<file path="src/rtl/cpu_alu_datapath_mc_if.sv">
// Op/result bus between the decoder/controller and the ALU datapath.
// The controller drives the op side; the datapath returns result, W and flags.
interface cpu_alu_datapath_mc_if #(
  parameter int DATA_W  = 8,
  parameter int NUM_SRC = 4,
  parameter int SEL_W   = 2
) ();
  logic                      op_valid;
  logic                      op_ready;
  logic [3:0]                op_code;
  logic                      dest_w;
  logic [SEL_W-1:0]          src_sel;
  logic [NUM_SRC*DATA_W-1:0] src_bus;
  logic                      carry_in;
  logic [DATA_W-1:0]         alu_out;
  logic [DATA_W-1:0]         prod_hi;
  logic [DATA_W-1:0]         w_out;
  logic                      result_valid;
  logic [2:0]                status_out;
  logic                      c_load;
  logic                      dc_load;
  logic                      z_load;

  modport master (
    output op_valid, op_code, dest_w, src_sel, src_bus, carry_in,
    input  op_ready, alu_out, prod_hi, w_out, result_valid, status_out,
           c_load, dc_load, z_load
  );

  modport slave (
    input  op_valid, op_code, dest_w, src_sel, src_bus, carry_in,
    output op_ready, alu_out, prod_hi, w_out, result_valid, status_out,
           c_load, dc_load, z_load
  );
endinterface

</file>
<file path="src/rtl/cpu_alu_datapath_mc.sv">
// Handshaked ALU/W datapath: single-cycle ALU ops plus a DATA_W-step
// shift-add multiplier. status is {Z,DC,C}.
module cpu_alu_datapath_mc #(
  parameter int DATA_W  = 8,
  parameter int NUM_SRC = 4,
  parameter int SEL_W   = 2
) (
  input logic                  clk,
  input logic                  rst,
  cpu_alu_datapath_mc_if.slave bus
);
  localparam int CNT_W = $clog2(DATA_W);
  localparam logic [CNT_W-1:0] CNT_INIT = CNT_W'(DATA_W - 1);
  localparam logic [DATA_W:0]  ONE_X    = (DATA_W + 1)'(1);
  localparam int H = DATA_W / 2;

  typedef enum logic {IDLE, MUL_RUN} state_e;
  state_e state_q, state_d;

  logic [DATA_W-1:0]   w_q, w_d, alu_out_q, alu_out_d, prod_hi_q, prod_hi_d;
  logic [DATA_W-1:0]   mcand_q, mcand_d;
  logic [2*DATA_W-1:0] prod_q, prod_d;
  logic [CNT_W-1:0]    cnt_q, cnt_d;
  logic [2:0]          status_q, status_d;
  logic rv_q, rv_d, c_ld_q, c_ld_d, dc_ld_q, dc_ld_d, z_ld_q, z_ld_d;
  logic dest_q, dest_d;

  logic [NUM_SRC-1:0][DATA_W-1:0] srcs;
  logic [DATA_W-1:0]              s;
  assign srcs = bus.src_bus;

  // Out-of-range selects fall back to source 0.
  always_comb begin
    s = srcs[0];
    for (int i = 1; i < NUM_SRC; i++)
      if (bus.src_sel == i[SEL_W-1:0]) s = srcs[i];
  end

  // One shift-add step: add multiplicand into the high half, shift right.
  logic [DATA_W:0]     msum;
  logic [2*DATA_W-1:0] mul_nx;
  assign msum   = {1'b0, prod_q[2*DATA_W-1:DATA_W]} +
                  (prod_q[0] ? {1'b0, mcand_q} : '0);
  assign mul_nx = {msum, prod_q[DATA_W-1:1]};

  always_comb begin
    logic [DATA_W:0]   ext;
    logic [4:0]        nib;
    logic [DATA_W-1:0] r;
    state_d   = state_q;
    w_d       = w_q;
    alu_out_d = alu_out_q;
    prod_hi_d = prod_hi_q;
    mcand_d   = mcand_q;
    prod_d    = prod_q;
    cnt_d     = cnt_q;
    status_d  = status_q;
    dest_d    = dest_q;
    rv_d      = 1'b0;
    c_ld_d    = 1'b0;
    dc_ld_d   = 1'b0;
    z_ld_d    = 1'b0;
    ext       = '0;
    nib       = '0;
    r         = w_q;
    case (state_q)
      IDLE: begin
        if (bus.op_valid) begin
          if (bus.op_code == 4'd14) begin
            state_d = MUL_RUN;
            mcand_d = w_q;
            prod_d  = {{DATA_W{1'b0}}, s};
            cnt_d   = CNT_INIT;
            dest_d  = bus.dest_w;
          end else begin
            rv_d = 1'b1;
            case (bus.op_code)
              4'd0: begin
                ext = {1'b0, w_q} + {1'b0, s};
                nib = {1'b0, w_q[3:0]} + {1'b0, s[3:0]};
                r = ext[DATA_W-1:0];
                status_d[1:0] = {nib[4], ext[DATA_W]};
                {c_ld_d, dc_ld_d, z_ld_d} = 3'b111;
              end
              4'd1: begin
                // S - W as S + ~W + 1: carry out is the active-high no-borrow.
                ext = {1'b0, s} + {1'b0, ~w_q} + ONE_X;
                nib = {1'b0, s[3:0]} + {1'b0, ~w_q[3:0]} + 5'd1;
                r = ext[DATA_W-1:0];
                status_d[1:0] = {nib[4], ext[DATA_W]};
                {c_ld_d, dc_ld_d, z_ld_d} = 3'b111;
              end
              4'd2:  begin r = w_q & s;  z_ld_d = 1'b1; end
              4'd3:  begin r = w_q | s;  z_ld_d = 1'b1; end
              4'd4:  begin r = w_q ^ s;  z_ld_d = 1'b1; end
              4'd5:  begin r = ~s;       z_ld_d = 1'b1; end
              4'd6:  begin r = s + 1'b1; z_ld_d = 1'b1; end
              4'd7:  begin r = s - 1'b1; z_ld_d = 1'b1; end
              4'd8: begin
                r = {s[DATA_W-2:0], bus.carry_in};
                status_d[0] = s[DATA_W-1];
                c_ld_d = 1'b1;
              end
              4'd9: begin
                r = {bus.carry_in, s[DATA_W-1:1]};
                status_d[0] = s[0];
                c_ld_d = 1'b1;
              end
              4'd10: r = {s[H-1:0], s[DATA_W-1:H]};
              4'd11: begin r = s;  z_ld_d = 1'b1; end
              4'd13: begin r = '0; z_ld_d = 1'b1; end
              default: r = w_q;
            endcase
            if (z_ld_d) status_d[2] = (r == '0);
            alu_out_d = r;
            if (bus.dest_w) w_d = r;
          end
        end
      end
      MUL_RUN: begin
        prod_d = mul_nx;
        cnt_d  = cnt_q - CNT_W'(1);
        if (cnt_q == '0) begin
          state_d     = IDLE;
          alu_out_d   = mul_nx[DATA_W-1:0];
          prod_hi_d   = mul_nx[2*DATA_W-1:DATA_W];
          status_d[2] = (mul_nx == '0);
          status_d[0] = (mul_nx[2*DATA_W-1:DATA_W] != '0);
          rv_d   = 1'b1;
          c_ld_d = 1'b1;
          z_ld_d = 1'b1;
          if (dest_q) w_d = mul_nx[DATA_W-1:0];
        end
      end
      default: state_d = IDLE;
    endcase
  end

  always_ff @(posedge clk) begin
    if (!rst) state_q <= IDLE;
    else      state_q <= state_d;
  end

  always_ff @(posedge clk) begin
    if (!rst) begin
      w_q <= '0; alu_out_q <= '0; prod_hi_q <= '0; mcand_q <= '0;
      prod_q <= '0; cnt_q <= '0; status_q <= '0; dest_q <= 1'b0;
      rv_q <= 1'b0; c_ld_q <= 1'b0; dc_ld_q <= 1'b0; z_ld_q <= 1'b0;
    end else begin
      w_q <= w_d; alu_out_q <= alu_out_d; prod_hi_q <= prod_hi_d;
      mcand_q <= mcand_d; prod_q <= prod_d; cnt_q <= cnt_d;
      status_q <= status_d; dest_q <= dest_d;
      rv_q <= rv_d; c_ld_q <= c_ld_d; dc_ld_q <= dc_ld_d; z_ld_q <= z_ld_d;
    end
  end

  assign bus.op_ready     = (state_q == IDLE);
  assign bus.alu_out      = alu_out_q;
  assign bus.prod_hi      = prod_hi_q;
  assign bus.w_out        = w_q;
  assign bus.result_valid = rv_q;
  assign bus.status_out   = status_q;
  assign bus.c_load       = c_ld_q;
  assign bus.dc_load      = dc_ld_q;
  assign bus.z_load       = z_ld_q;
endmodule

</file>
<file path="src/flat_wrapper.sv">
// flat-port wrapper written by rule: the top's interface ports become plain ports
module cpu_alu_datapath_mc_flat 
#(
  parameter int DATA_W  = 8,
  parameter int NUM_SRC = 4,
  parameter int SEL_W   = 2
)
  (clk, rst, bus_op_valid, bus_op_code, bus_dest_w, bus_src_sel, bus_src_bus, bus_carry_in, bus_op_ready, bus_alu_out, bus_prod_hi, bus_w_out, bus_result_valid, bus_status_out, bus_c_load, bus_dc_load, bus_z_load);
  cpu_alu_datapath_mc_if #(.DATA_W(DATA_W), .NUM_SRC(NUM_SRC), .SEL_W(SEL_W)) bus_i ();
  input logic clk;
  input logic rst;
  input wire logic [$bits(bus_i.op_valid)-1:0] bus_op_valid;
  input wire logic [$bits(bus_i.op_code)-1:0] bus_op_code;
  input wire logic [$bits(bus_i.dest_w)-1:0] bus_dest_w;
  input wire logic [$bits(bus_i.src_sel)-1:0] bus_src_sel;
  input wire logic [$bits(bus_i.src_bus)-1:0] bus_src_bus;
  input wire logic [$bits(bus_i.carry_in)-1:0] bus_carry_in;
  output wire logic [$bits(bus_i.op_ready)-1:0] bus_op_ready;
  output wire logic [$bits(bus_i.alu_out)-1:0] bus_alu_out;
  output wire logic [$bits(bus_i.prod_hi)-1:0] bus_prod_hi;
  output wire logic [$bits(bus_i.w_out)-1:0] bus_w_out;
  output wire logic [$bits(bus_i.result_valid)-1:0] bus_result_valid;
  output wire logic [$bits(bus_i.status_out)-1:0] bus_status_out;
  output wire logic [$bits(bus_i.c_load)-1:0] bus_c_load;
  output wire logic [$bits(bus_i.dc_load)-1:0] bus_dc_load;
  output wire logic [$bits(bus_i.z_load)-1:0] bus_z_load;
  assign bus_i.op_valid = bus_op_valid;
  assign bus_i.op_code = bus_op_code;
  assign bus_i.dest_w = bus_dest_w;
  assign bus_i.src_sel = bus_src_sel;
  assign bus_i.src_bus = bus_src_bus;
  assign bus_i.carry_in = bus_carry_in;
  assign bus_op_ready = bus_i.op_ready;
  assign bus_alu_out = bus_i.alu_out;
  assign bus_prod_hi = bus_i.prod_hi;
  assign bus_w_out = bus_i.w_out;
  assign bus_result_valid = bus_i.result_valid;
  assign bus_status_out = bus_i.status_out;
  assign bus_c_load = bus_i.c_load;
  assign bus_dc_load = bus_i.dc_load;
  assign bus_z_load = bus_i.z_load;
  cpu_alu_datapath_mc #(.DATA_W(DATA_W), .NUM_SRC(NUM_SRC), .SEL_W(SEL_W)) u_core (.clk(clk), .rst(rst), .bus(bus_i));
endmodule
</file>
<file path="config.mk">
export PLATFORM = sky130hd
export DESIGN_NAME = cpu_alu_datapath_mc_flat
export DESIGN_NICKNAME = d
export VERILOG_FILES = /design/src/rtl/cpu_alu_datapath_mc_if.sv /design/src/rtl/cpu_alu_datapath_mc.sv /design/src/flat_wrapper.sv
export SDC_FILE = /design/constraint.sdc
export NUM_CORES = 1
export LEC_CHECK = 0
export ABC_CLOCK_PERIOD_IN_PS = 7850
export BUFFER_PORTS_ARGS = -buffer_cell sky130_fd_sc_hd__buf_2
export CORE_UTILIZATION = 40
export DETAILED_ROUTE_END_ITERATION = 8
export PLACE_DENSITY_LB_ADDON = 0.3
export SLEW_MARGIN = 20
export SYNTH_ARGS = -nofsm -noshare
export SYNTH_HDL_FRONTEND = slang
export SYNTH_SLANG_ARGS = --single-unit
</file>
<file path="constraint.sdc">
create_clock -name clk -period 7.85 [get_ports clk]
set_input_delay 0.3925 -clock clk [delete_from_list [all_inputs] [get_ports clk]]
set_output_delay 0.3925 -clock clk [all_outputs]
set_load 0.05 [all_outputs]
</file>
==> metrics.yaml <==
reg2reg_depth: 11
ctsHoldBuffers: 0
drt_wl_total_um: 17100
synth.avg_cell_area_um2: 7.98
clock-sinks: 60
setup_viol: 0
antenna_found_initial: 0
worstPathRequired_ns: 8.04
num_antenna_cells: 0
ant_nets: 0
rows: 41
rsz0062_at_grt: "false"
relSlewSlack_pct: 29.0
status: "finished, final reports clean"
htreeDepth: 3
worst_path_most_repeated_cell: "a21oi_1"
finClkSkew_ns: 0.00965
grt_use_total_pct: 26.1
r2r-end: "u_core.bus.status_out[0]"
grt_max_degree: 39
layout.nets: 782
core_area_um2: 12600
cts_tree: "yes"
crit_buf_inv: 2
synth_edf_count: 0
postLayoutCoreUtil_pct: 47.2
r2r_slack_ns: 4.56
clk_pin_slew_ns: 0.05
grt_pass1_wl_um: 27000
synth_top_flop_cell: "dfxtp_1"
min_to: "u_core.dest_q"
vias: 5335
dr.pass1.iters: 5
powerDensity_nw_per_um2: 184
die_w_um: 115
cap_violations: 0
cts_made_buffers: 9
port_buffers: 74
drt-initial-drc-count: 542
final_area_um2: 5930
wl_per_cell_um: 19.6
slew_violations: 0
finalSetupTns_ns: 0
path_cells: "buf_2 > mux4_2 > inv_1 > ha_1 > fa_1 > nand2b_1 > o311ai_0 > a21oi_1 > mux2i_1 > o32ai_1 > nor2_1 > a21oi_1 > a21oi_1"
post-dp-hpwl_um: 12700
hp-class: "primary input to flop"
crit_fanout: 9
clkLatencyLatePin_ns: 0.33
worstSetupStartpointType: "primary input"
finalCritPeriodShare_pct: 44.0
die_area_um2: 13300
drc: 0
globalplace.congestion: 0.953
synthesis.area_um2: 5140
fmax_ghz: 0.289
die_h_um: 115
tightestPinTransition_ns: 1.06
place_area_um2: 5590
hold_path_depth: 3
areaGrowthSynthToFinish_pct: 15.3
p_leak_nw: 2.48
hold_start: "bus_dest_w"
finalHoldViolations: 0
reg2reg_from: "u_core.prod_q[0]"
async_reset_ff_share_pct: 0
cts.path.max_buffers: 2
cp.arrival_ns: 3.65
cts_setup_buffers: 0
ir_worst_vdd_mv: 0.146
syn_inst: 645
total_power_mw: 1.09
io_pins: 75
grt-ovfl-total: 0
cts_resized: 0
cts-root-buf: "clkbuf_16"
worst_path_max_delay_cell: "mux4_2"
max_stage_delay_ns: 0.70
viasPerCell: 6.12
min_period_ns: 3.46
synth_nets: 732
ys_seq_area_share_pct: 23.3
initial_utilization_pct: 40.9
path_class: "primary input to flop"
ys_ff_latch: 60
drive_gt1_share_pct: 18.4
grt_pass1_vias: 5033
cp-end-kind: "flop"
ys_types: 80
critPathTopFamily: "compound AO/OA/AOI/OAI gates"
yosys_warnings: 0
==> tightest hold or removal path, stage by stage <==
cell and delay [ns]:
buf_2 0.11, nand2_1 0.06, a21oi_1 0.06
==> power by group <==
group | switching [mW] | internal (mW)
Sequential | 0.0145 | 0.316
Combinational | 0.209 | 0.114
Clock | 0.140 | 0.296
Total | 0.364 | 0.726
==> area by class of cell <==
cell class	count	area, µm²
Timing Repair Buffer	80	415
Sequential cell	60	1200
Clock buffer	11	253
Multi-Input combinational cell	506	3620
Clock inverter	5	82.6
Fill cell	1242	6640
Tap cell	172	215
Inverter	38	143
==> sequential cells by signal, summed over array words and instances (netlist names), 3 cells and up <==
name,flops
u_core.prod_q,16
u_core.bus.w_out,8
u_core.bus.status_out,3
u_core.cnt_q,3
u_core.bus.prod_hi,8
u_core.mcand_q,8
u_core.bus.alu_out,8
==> worst max-delay path by stage <==
| stage | start | endpoint | slack (ns) | cells after the start |
|---|---|---|---|---|
| 4_1_cts | bus_src_sel[0] | u_core.bus.status_out[2] | 4.46 | 12 |
| 2_1_floorplan | bus_src_sel[0] | u_core.bus.status_out[2] | 4.66 | 12 |
| 3_3_place_gp | bus_src_sel[0] | u_core.bus.w_out[4] | 4.16 | 12 |
| 3_5_place_dp | bus_src_sel[0] | u_core.bus.status_out[2] | 4.13 | 12 |
| 5_1_grt | bus_src_sel[0] | u_core.bus.alu_out[4] | 4.20 | 13 |
| 6_report | bus_src_sel[0] | u_core.bus.alu_out[4] | 4.39 | 13 |
==> layer usage <==
metal / up-vias / part of all wire [%] / global-route usage, %
li1: 2488 / - / -
met1: 2542 / 44 / 35.7
met2: 254 / 45 / 41.8
met3: 51 / 7.9 / 3.24
met4: 0 / 3.1 / 9.96
met5: - / 0 / 0
==> synthesized netlist by cell type, types with 9 or more instances <==
cell	instances	share of area [%]
a211oi_1	14	2.0
a21oi_1	51	5.0
a31oi_1	9	1.1
and2_1	12	1.5
clkbuf_1	23	1.7
dfxtp_1	60	23
ha_1	40	9.7
inv_1	34	2.5
mux2i_1	14	2.7
nand2_1	56	4.1
nand2b_1	9	1.1
nand3_1	13	1.3
nor2_1	58	4.2
nor2b_1	14	1.7
nor3_1	14	1.4
o21a_1	9	1.3
o21ai_0	28	2.7
xnor2_1	11	1.9
==> kinds of logic (layout without fill, tap and decap cells) <==
group	count (synthesis)	after routing	synth area share, %
buffers and inverters	79	134	6.42
AND/OR/NAND/NOR	213	213	20.2
multiplexers	27	27	7.32
XOR/XNOR	15	15	2.55
adder cells (fa/ha/maj)	44	44	11.3
AO/OA/AOI/OAI	207	207	28.9
flip-flops	60	60	23.3
==> stage by stage <==
step,cells,hold WS (ns),setup WS (ns)
floorplan,645,0.432,4.66
global placement,856,0.442,4.16
detailed placement,856,0.445,4.13
CTS,872,0.337,4.46
global route,872,0.362,4.20
finish,872,0.338,4.39
==> cell usage in the layout (no fill, tap or decap), types with 5 or more instances in the layout <==
cell and n:
dfxtp_1 60, o31ai_1 5, a22oi_1 8, or3_1 5, ha_1 40, nand3_1 13
o21ai_0 28, a21o_1 7, clkbuf_16 9, nand2b_1 9, inv_1 34, a211oi_1 14
o22ai_1 6, a222oi_1 8, nor3_1 14, mux2i_1 14, buf_4 6, xnor2_1 11
a21oi_1 49, o21a_1 9, nor2_1 58, a31oi_1 9, nand4_1 7, nor2b_1 14
nor4_1 6, buf_2 74, nand2_1 56, mux4_2 8, and2_1 12
Note: power is estimated with default switching activity, not from simulation.
